<file path="config.mk">
export PLATFORM = sky130hd
export DESIGN_NAME = wb_frame_reader
export DESIGN_NICKNAME = d
export VERILOG_FILES = /design/src/rtl/wb_frame_reader.sv
export SDC_FILE = /design/constraint.sdc
export NUM_CORES = 1
export LEC_CHECK = 0
export ABC_AREA = 1
export BUFFER_PORTS_ARGS = -buffer_cell sky130_fd_sc_hd__buf_2
export CORE_MARGIN = 10
export CORE_UTILIZATION = 58
export CTS_CLUSTER_DIAMETER = 200
export DETAILED_ROUTE_END_ITERATION = 10
export PLACE_DENSITY = 0.87
export SETUP_SLACK_MARGIN = 0.2
export SYNTH_ARGS = -nofsm -noshare
export SYNTH_HDL_FRONTEND = slang
export SYNTH_SLANG_ARGS = --single-unit
</file>
<file path="constraint.sdc">
create_clock -name clk -period 2.25 [get_ports clk]
set_clock_uncertainty 0.05 [all_clocks]
set_input_delay 0.1125 -clock clk [delete_from_list [all_inputs] [get_ports clk]]
set_output_delay 0.1125 -clock clk [all_outputs]
set_load 0.03 [all_outputs]
</file>
<file path="src/rtl/wb_frame_reader.sv">
// rtl/wb_frame_reader.sv - Wishbone master reading one stored camera frame out as a pixel stream
// Optional feature macro: FRAME_READER_PREFETCH_EN (second word buffer, fetch overlapped with unpack)
// Ports:
//   clk, rst_n                    system clock, asynchronous active-low reset
//   start, abort, rd_addr_start   frame control: begin at byte address / cancel frame
//   busy, done                    frame in progress / 1-cycle pulse after last pixel handshake
//   timestamp, ts_vld             frame timestamp word and its update pulse
//   m_wb_cyc/stb/adr/we           Wishbone read master request (we tied low)
//   m_i_wb_dat, m_wb_ack          Wishbone read data and acknowledge
//   px_dat/px_vld/px_rdy          8-bit pixel stream with valid/ready handshake
//   px_sof/px_eol/px_eof          start-of-frame, end-of-line, end-of-frame qualifiers
module wb_frame_reader #(
    parameter int ADR_WIDTH = 15,
    parameter int ROWS      = 120,
    parameter int COLS      = 160
) (
    input  logic                 clk,
    input  logic                 rst_n,
    input  logic                 start,
    input  logic                 abort,
    input  logic [ADR_WIDTH-1:0] rd_addr_start,
    output logic                 busy,
    output logic                 done,
    output logic [31:0]          timestamp,
    output logic                 ts_vld,
    output logic                 m_wb_cyc,
    output logic                 m_wb_stb,
    output logic [ADR_WIDTH-1:0] m_wb_adr,
    output logic                 m_wb_we,
    input  logic [31:0]          m_i_wb_dat,
    input  logic                 m_wb_ack,
    output logic [7:0]           px_dat,
    output logic                 px_vld,
    input  logic                 px_rdy,
    output logic                 px_sof,
    output logic                 px_eol,
    output logic                 px_eof
);

`ifdef FRAME_READER_PREFETCH_EN
    localparam bit PREFETCH = 1'b1;
`else
    localparam bit PREFETCH = 1'b0;
`endif

    localparam int WORDS = ROWS * COLS / 4;
    localparam int CW    = (COLS > 1) ? $clog2(COLS) : 1;
    localparam int RW    = (ROWS > 1) ? $clog2(ROWS) : 1;
    localparam int WCW   = $clog2(WORDS + 1);

    typedef enum logic [1:0] {IDLE, FETCH, UNPACK} state_t;

    state_t               state;
    state_t               state_nx;
    logic                 cyc_q;
    logic [ADR_WIDTH-1:0] adr_q;
    logic [31:0]          cur_word;
    logic [31:0]          nxt_word;
    logic                 nxt_vld;
    logic [1:0]           byte_idx;
    logic [CW-1:0]        col;
    logic [RW-1:0]        row;
    logic [WCW-1:0]       fetch_cnt;
    logic                 ts_phase;
    logic                 busy_q;
    logic                 done_q;
    logic                 ts_vld_q;
    logic [31:0]          ts_q;

    // stb is never dropped while cyc is high, so one register drives both.
    logic ack_hit, px_hs, last_byte, col_last, row_last, can_prefetch;
    assign ack_hit      = cyc_q & m_wb_ack;
    assign px_hs        = (state == UNPACK) & px_rdy;
    assign last_byte    = px_hs & (byte_idx == 2'd3);
    assign col_last     = (col == CW'(COLS - 1));
    assign row_last     = (row == RW'(ROWS - 1));
    assign can_prefetch = PREFETCH && !nxt_vld && (fetch_cnt != WCW'(WORDS));

    always_comb begin
        state_nx = state;
        if (abort) begin
            state_nx = IDLE;
        end else begin
            case (state)
                IDLE:    if (start) state_nx = FETCH;
                FETCH:   if (ack_hit && !ts_phase) state_nx = UNPACK;
                UNPACK: begin
                    if (last_byte) begin
                        if (col_last && row_last)                 state_nx = IDLE;
                        else if (PREFETCH && (nxt_vld || ack_hit)) state_nx = UNPACK;
                        else                                      state_nx = FETCH;
                    end
                end
                default: state_nx = IDLE;
            endcase
        end
    end

    always_ff @(posedge clk or negedge rst_n) begin
        if (!rst_n) state <= IDLE;
        else        state <= state_nx;
    end

    always_ff @(posedge clk or negedge rst_n) begin
        if (!rst_n) begin
            cyc_q     <= 1'b0;
            adr_q     <= '0;
            cur_word  <= '0;
            nxt_word  <= '0;
            nxt_vld   <= 1'b0;
            byte_idx  <= '0;
            col       <= '0;
            row       <= '0;
            fetch_cnt <= '0;
            ts_phase  <= 1'b0;
            busy_q    <= 1'b0;
            done_q    <= 1'b0;
            ts_vld_q  <= 1'b0;
            ts_q      <= '0;
        end else begin
            done_q   <= 1'b0;
            ts_vld_q <= 1'b0;
            if (abort) begin
                cyc_q   <= 1'b0;
                busy_q  <= 1'b0;
                nxt_vld <= 1'b0;
            end else begin
                case (state)
                    IDLE: begin
                        if (start) begin
                            adr_q     <= rd_addr_start;
                            cyc_q     <= 1'b1;
                            busy_q    <= 1'b1;
                            ts_phase  <= 1'b1;
                            fetch_cnt <= '0;
                            col       <= '0;
                            row       <= '0;
                            byte_idx  <= '0;
                            nxt_vld   <= 1'b0;
                        end
                    end
                    FETCH: begin
                        if (ack_hit) begin
                            cyc_q <= 1'b0;
                            adr_q <= adr_q + ADR_WIDTH'(4);
                            if (ts_phase) begin
                                ts_q     <= m_i_wb_dat;
                                ts_vld_q <= 1'b1;
                                ts_phase <= 1'b0;
                            end else begin
                                cur_word  <= m_i_wb_dat;
                                fetch_cnt <= fetch_cnt + WCW'(1);
                                byte_idx  <= '0;
                            end
                        end else begin
                            cyc_q <= 1'b1;
                        end
                    end
                    UNPACK: begin
                        // Prefetch path: a word landing on the byte-3 handshake goes
                        // straight into the unpack register instead of the spare buffer.
                        if (ack_hit) begin
                            cyc_q     <= 1'b0;
                            adr_q     <= adr_q + ADR_WIDTH'(4);
                            fetch_cnt <= fetch_cnt + WCW'(1);
                            if (last_byte) cur_word <= m_i_wb_dat;
                            else begin
                                nxt_word <= m_i_wb_dat;
                                nxt_vld  <= 1'b1;
                            end
                        end else if (can_prefetch) begin
                            cyc_q <= 1'b1;
                        end
                        if (px_hs) begin
                            byte_idx <= byte_idx + 2'd1;
                            if (col_last) begin
                                col <= '0;
                                row <= row_last ? '0 : row + RW'(1);
                            end else begin
                                col <= col + CW'(1);
                            end
                            if (last_byte) begin
                                if (col_last && row_last) begin
                                    busy_q <= 1'b0;
                                    done_q <= 1'b1;
                                end else if (nxt_vld) begin
                                    cur_word <= nxt_word;
                                    nxt_vld  <= 1'b0;
                                end
                            end
                        end
                    end
                    default: cyc_q <= 1'b0;
                endcase
            end
        end
    end

    assign busy      = busy_q;
    assign done      = done_q;
    assign timestamp = ts_q;
    assign ts_vld    = ts_vld_q;
    assign m_wb_cyc  = cyc_q;
    assign m_wb_stb  = cyc_q;
    assign m_wb_adr  = adr_q;
    assign m_wb_we   = 1'b0;
    assign px_vld    = (state == UNPACK);
    assign px_dat    = px_vld ? cur_word[{byte_idx, 3'b000} +: 8] : 8'h00;
    assign px_sof    = px_vld && (row == '0) && (col == '0);
    assign px_eol    = px_vld && col_last;
    assign px_eof    = px_eol && row_last;

endmodule

</file>
==> flow_metrics.env, run 1 <==
export IMPL_outcome="finished clean"
export IMPL_grt_pass1_wl_um=38200
export IMPL_antenna_found_initial=1
export IMPL_syn_area_um2=8100
export IMPL_drive_gt1_share_pct=22.7
export IMPL_synthTopCellsByArea="dfrtp_1, nand2_1, inv_1"
export IMPL_required_ps=2090
export IMPL_drc=0
export IMPL_synth_edf_count=0
export IMPL_postSynth_asyncResetShare_pct=100
export IMPL_final_setup_viol_count=0
export IMPL_multi_input_area_um2=3750
export IMPL_p_leak_nw=4.98
export IMPL_ir_drop_v=0.000909
export IMPL_fillers=1012
export IMPL_numPortBuffers=116
export IMPL_fin_crit_sh_pct=89.3
export IMPL_timing_rr_end="cur_word[2]"
export IMPL_synth_cell_type_count=41
export IMPL_design_core_area_um2=13800
export IMPL_overflow=0
export IMPL_r2r_start="state[0]"
export IMPL_yosysTopAreaCellShare_pct=42.0
export IMPL_pre_cts_slack_ps=187
export IMPL_seq_area_um2=3400
export IMPL_clock_sinks=136
export IMPL_synthesis_area_per_instance_um2=7.59
export IMPL_dieArea_um2=19100
export IMPL_min_from="m_i_wb_dat[19]"
export IMPL_ant_nets=0
export IMPL_setup_worst_path_start="state[0]"
export IMPL_worstPathArrival_ps=1850
export IMPL_grt_pass1_vias=7736
export IMPL_rrSetupSlack_ps=300
export IMPL_cts_path_max_buffers=2
export IMPL_fin_nets=1286
export IMPL_rsz0062_at_grt="true"
export IMPL_ys_seq_area_share_pct=42.0
export IMPL_fin_setup_tns_ps=0
export IMPL_clk_latency_ps=430
export IMPL_crit_type="flop to output port"
export IMPL_cp_start_kind="flop"
export IMPL_wl_um=23500
export IMPL_post_route_min_period_ps=2010
export IMPL_hpwl_um=14800
export IMPL_drt_initial_drc_count=686
export IMPL_min_path_cells=3
export IMPL_grt_max_degree=65
export IMPL_viasPerCell=5.59
export IMPL_placementRows=43
export IMPL_wl_per_cell_um=16.6
export IMPL_start_util_pct=58.8
export IMPL_drtPass1Iterations=7
export IMPL_crit_end="px_dat[2]"
export IMPL_cp_max_fo=35
export IMPL_timing_fmax_ghz=0.497
export IMPL_num_vias=7908
export IMPL_cts_root_buf="clkbuf_16"
export IMPL_syn_num_nets=1132
export IMPL_synth_top_area_cell="dfrtp_1"
export IMPL_fp_dieH_um=138
export IMPL_p_per_area_nw_per_um2=1260
export IMPL_grtUsageTotal_pct=23.7
export IMPL_htreeDepth=4
export IMPL_fp_dieW_um=138
export IMPL_layout_setup_ws_ps=240
export IMPL_io_pins=118
export IMPL_syn_to_final_growth_pct=24.0
export IMPL_final_hold_violation_count=0
export IMPL_ys_ff_latch=136
export IMPL_postSynthCellCount=1068
export IMPL_min_path_type="primary input to flop"
export IMPL_cap_violations=0
export IMPL_ys_flop_type="dfrtp_1"
export IMPL_final_util_pct=72.9
export IMPL_gp_congestion=0.905
export IMPL_clkTransAtPathRegs_ps=50
export IMPL_final_max_slew_viol_count=0
export IMPL_cts_tree="yes"
export IMPL_cts_buffers=17
export IMPL_r2r_cells=9
export IMPL_ys_warn_count=0
export IMPL_worstSetupEndpointType="output port"
[synth_stat cells, types with 6 or more instances]
cell type / count
a21oi_1: 88
a21oi_2: 19
buf_2: 25
buf_4: 10
buf_6: 12
clkbuf_1: 10
dfrtp_1: 136
ha_1: 11
inv_1: 168
inv_2: 7
nand2_1: 189
nand3_1: 82
nand3_2: 8
nand4_1: 6
nor2_1: 94
nor3_1: 14
nor3_2: 29
o21ai_0: 69
o21ai_1: 49
[power breakdown]
group          switching [W]  internal [W]
Clock                0.00105       0.00170
Sequential          0.000610       0.00337
Combinational        0.00394       0.00197
[worst min path at each step]
stage                    endpoint  slack [ps]
floorplan                    busy        -230
detailed placement   cur_word[21]          20
global route        timestamp[19]          10
global placement     cur_word[21]          20
CTS                   nxt_word[5]           2
finish               nxt_word[19]           2
[metal layers]
layer | part of all wire [%] | track usage (%) | vias up | routed length [um]
li1 | - | - | 3721 | -
met1 | 40 | 29.1 | 3729 | 9500
met2 | 47 | 37.8 | 385 | 11100
met3 | 9.1 | 7.53 | 73 | 2150
met4 | 3.0 | 9.38 | 0 | 695
met5 | 0 | 0 | - | 0
[flip-flops by register name, summed over array words and instances (netlist names), 2 cells and up]
signal / flops
cur_word: 32
nxt_word: 32
timestamp: 32
m_wb_adr: 15
col: 8
row: 7
byte_idx: 2
state: 2
[per-stage QoR]
| step | instances | instance area (um^2) | power (W) | hold slack (ps) |
|---|---|---|---|---|
| 3_5_place_dp | 1329 | 8790 | 0.00947 | 16.3 |
| 4_1_cts | 1408 | 9910 | 0.0124 | 2.36 |
| 2_1_floorplan | 1068 | 8120 | 0.00801 | -233 |
| 6_report | 1415 | 10000 | 0.0127 | 1.59 |
| 5_1_grt | 1415 | 10000 | 0.0135 | 11.2 |
| 3_3_place_gp | 1329 | 8790 | 0.00929 | 20.0 |
[cell type report]
cell class,count,area share (%)
Multi-Input combinational cell,696,37.4
Sequential cell,136,33.9
Timing Repair Buffer,192,14.0
Inverter,179,6.73
Clock buffer,23,4.76
Tap cell,180,2.24
Clock inverter,8,0.959
Antenna cell,1,0.0249
[cell families after synthesis]
logic type      after synthesis  synth area share, %
flops                       136                 42.0
other cells                   1               0.0463
simple gates                444                 27.1
xor+xnor                      3                0.324
buf+inv                     237                 13.0
fa+ha+maj                    11                 1.70
mux                           2                0.278
compound gates              234                 15.5
[placed cells by master, fill, tap and decap left out, types with 5 or more instances in the layout]
master / synthesis / layout
nor3_1: 14 / 13
buf_4: 10 / 29
clkbuf_16: 0 / 17
inv_1: 168 / 167
inv_2: 7 / 8
clkinv_2: 1 / 7
nor2_1: 94 / 93
buf_6: 12 / 5
buf_12: 0 / 7
ha_1: 11 / 8
nand4_1: 6 / 6
dfrtp_1: 136 / 136
nor3_2: 29 / 30
nor2_4: 4 / 6
buf_2: 25 / 104
a21oi_2: 19 / 27
nand3_1: 82 / 82
dlygate4sd3_1: 0 / 45
nand3_2: 8 / 8
a21oi_1: 88 / 80
nand2_1: 189 / 189
o21ai_1: 49 / 50
o21ai_0: 69 / 68
[critical path: stages (launching register included)]
cell and delay [ps]:
dfrtp_1 400, inv_2 120, ha_4 200, inv_1 90, buf_8 200, a21oi_2 190, buf_4 190
[timing repair]
item                                    4_1_cts  5_1_grt
endpoints found under the setup margin       31       59
hold buffers                                 45        0
pin swaps                                     1        5
gates cloned                                  0        1
hold endpoints to repair                    188        0
buffers inserted                              3        5
resized for setup                            23       20
(Power assumes the default switching activity.)
==> run 2: changes to the inputs <==
clock period = 2.3 ns   (was 2.25 ns; I/O delays follow)
==> run 2 against run 1 <==
Compared with the run above:
- combinational power about the same
- global-route usage up 0.39 points
- clock-buffer cell count up 4
- first-iteration DRC count up 25%
- register-to-register slack about the same
- final area about the same
- worst setup slack worse by 25 ps
- flip-flop and latch count unchanged
- sequential share of layout area about the same
- utilization up 0.073 points
- clock power down 10%
- critical endpoint is now px_dat[6]
- largest power group unchanged
==> flow_metrics.env, run 2 (synthesis results as in run 1) <==
export IMPL_fin_crit_sh_pct=90.7
export IMPL_swShare_pct=44.6
export IMPL_fin_setup_tns_ps=0
export IMPL_drt_initial_drc_count=855
export IMPL_drtPass1Iterations=5
export IMPL_timing_rr_end="cur_word[3]"
export IMPL_p_per_area_nw_per_um2=1220
export IMPL_hpwl_um=14800
export IMPL_gp_congestion=0.893
export IMPL_worstPathArrival_ps=1920
export IMPL_required_ps=2130
export IMPL_cts_tree="yes"
export IMPL_drive_gt1_share_pct=22.4
export IMPL_r2r_start="state[0]"
export IMPL_timing_fmax_ghz=0.479
export IMPL_grt_pass1_wl_um=38600
export IMPL_seqPwrFrac_pct=31.6
export IMPL_cts_path_max_buffers=2
export IMPL_power_frac_comb_pct=48.2
export IMPL_grtUsageTotal_pct=24.0
export IMPL_crit_type="flop to output port"
export IMPL_viasPerCell=5.62
export IMPL_cp_start_kind="flop"
export IMPL_worstSetupEndpointType="output port"
export IMPL_clkTransAtPathRegs_ps=60
export IMPL_fp_dieH_um=138
export IMPL_post_route_min_period_ps=2090
export IMPL_final_util_pct=73.0
export IMPL_rrSetupSlack_ps=290
export IMPL_ir_drop_v=0.000788
export IMPL_pwr_share_clk_pct=20.2
export IMPL_cap_violations=0
export IMPL_placementRows=43
export IMPL_ant_nets=0
export IMPL_hold_end="m_wb_adr[7]"
export IMPL_p_sw_w=0.00549
export IMPL_overflow=0
export IMPL_min_from="rd_addr_start[7]"
export IMPL_final_max_slew_viol_count=0
export IMPL_fin_nets=1287
export IMPL_antenna_found_initial=0
export IMPL_outcome="finished clean"
export IMPL_grt_max_degree=65
export IMPL_worstMarginPinSlew_ps=631
export IMPL_rsz0062_at_grt="true"
export IMPL_final_common_cell="nand2_1"
export IMPL_htreeDepth=4
export IMPL_mostFrequentLayoutCells="nand2_1, inv_1, dfrtp_1"
export IMPL_drc=0
export IMPL_cp_max_fo=37
export IMPL_final_setup_viol_count=0
export IMPL_min_path_cells=3
export IMPL_r2r_cells=9
export IMPL_min_path_type="primary input to flop"
export IMPL_clock_sinks=136
export IMPL_internal_power_w=0.00681
export IMPL_num_vias=7940
export IMPL_io_pins=118
export IMPL_cts_buffers=17
export IMPL_fp_dieW_um=138
export IMPL_wl_um=23600
export IMPL_wl_per_cell_um=16.7
export IMPL_numPortBuffers=116
export IMPL_grt_pass1_vias=7931
export IMPL_placed_cell_area_um2=8770
export IMPL_final_area_um2=10100
export IMPL_final_hold_violation_count=0
export IMPL_start_util_pct=58.8
export IMPL_insertedDiodeCount=0
export IMPL_max_slew_margin_rel_pct=57.9
export IMPL_design_core_area_um2=13800
export IMPL_dieArea_um2=19100
export IMPL_p_leak_nw=4.98
export IMPL_syn_to_final_growth_pct=24.1
export IMPL_cts_root_buf="clkbuf_16"
export IMPL_clk_latency_ps=430
-- run 2: worst max path at each step --
stage	from	end	slack, ps	cells after the start
2_1_floorplan	state[0]	px_dat[0]	210	7
3_3_place_gp	state[1]	m_wb_adr[5]	240	9
3_5_place_dp	state[0]	cur_word[3]	140	8
4_1_cts	state[0]	px_sof	190	6
5_1_grt	state[1]	timestamp[5]	170	8
6_report	state[0]	px_dat[6]	210	6
-- run 2: area by class of cell --
type	count	area, um^2
clock buffer	27	513
clock inverter	3	15.0
fill	1007	3720
inverter	179	686
multi-input combinational	695	3760
sequential	136	3400
tap	180	225
timing repair buffer	194	1450
-- run 2: routing by layer --
metal  vias up  part of all wire [%]  GRT usage, %
li1       3732                     -             -
met2       422                    47          38.0
met1      3715                    40          29.4
met3        71                   9.5          7.95
met4         0                   2.7          10.5
met5         -                     0             0
-- run 2: metrics by stage --
step	total power [W]	hold WS, ps	worst slack, ps	cells
after detailed placement	0.00926	108	141	1325
final	0.0123	19.7	214	1414
after global routing	0.0131	30.1	167	1414
after floorplan	0.00783	-231	206	1068
after CTS	0.0120	16.1	185	1409
after global placement	0.00907	107	242	1325
-- run 2: repair_timing --
item | CTS | global route
gates cloned | 1 | 0
pin swaps | 3 | 4
resized for setup | 13 | 32
buffers inserted | 7 | 5
endpoints found under the setup margin | 49 | 75
endpoints found under the hold margin | 161 | 0
hold buffers | 46 | 0
-- run 2: worst max-delay path, stage by stage (launching register included) --
cell and delay, ps:
dfrtp_1 400, inv_2 130, ha_4 210, inv_1 90, buf_6 230, a21oi_2 210, clkbuf_4 230
-- run 2: power by group through the flow --
stage / combinational (W) / sequential (W) / clock (W)
after floorplan: 0.00333 / 0.00451 / 0
after global placement: 0.00523 / 0.00384 / 0
after detailed placement: 0.00539 / 0.00387 / 0
after CTS: 0.00568 / 0.00386 / 0.00250
after global routing: 0.00653 / 0.00397 / 0.00260
final: 0.00593 / 0.00388 / 0.00248
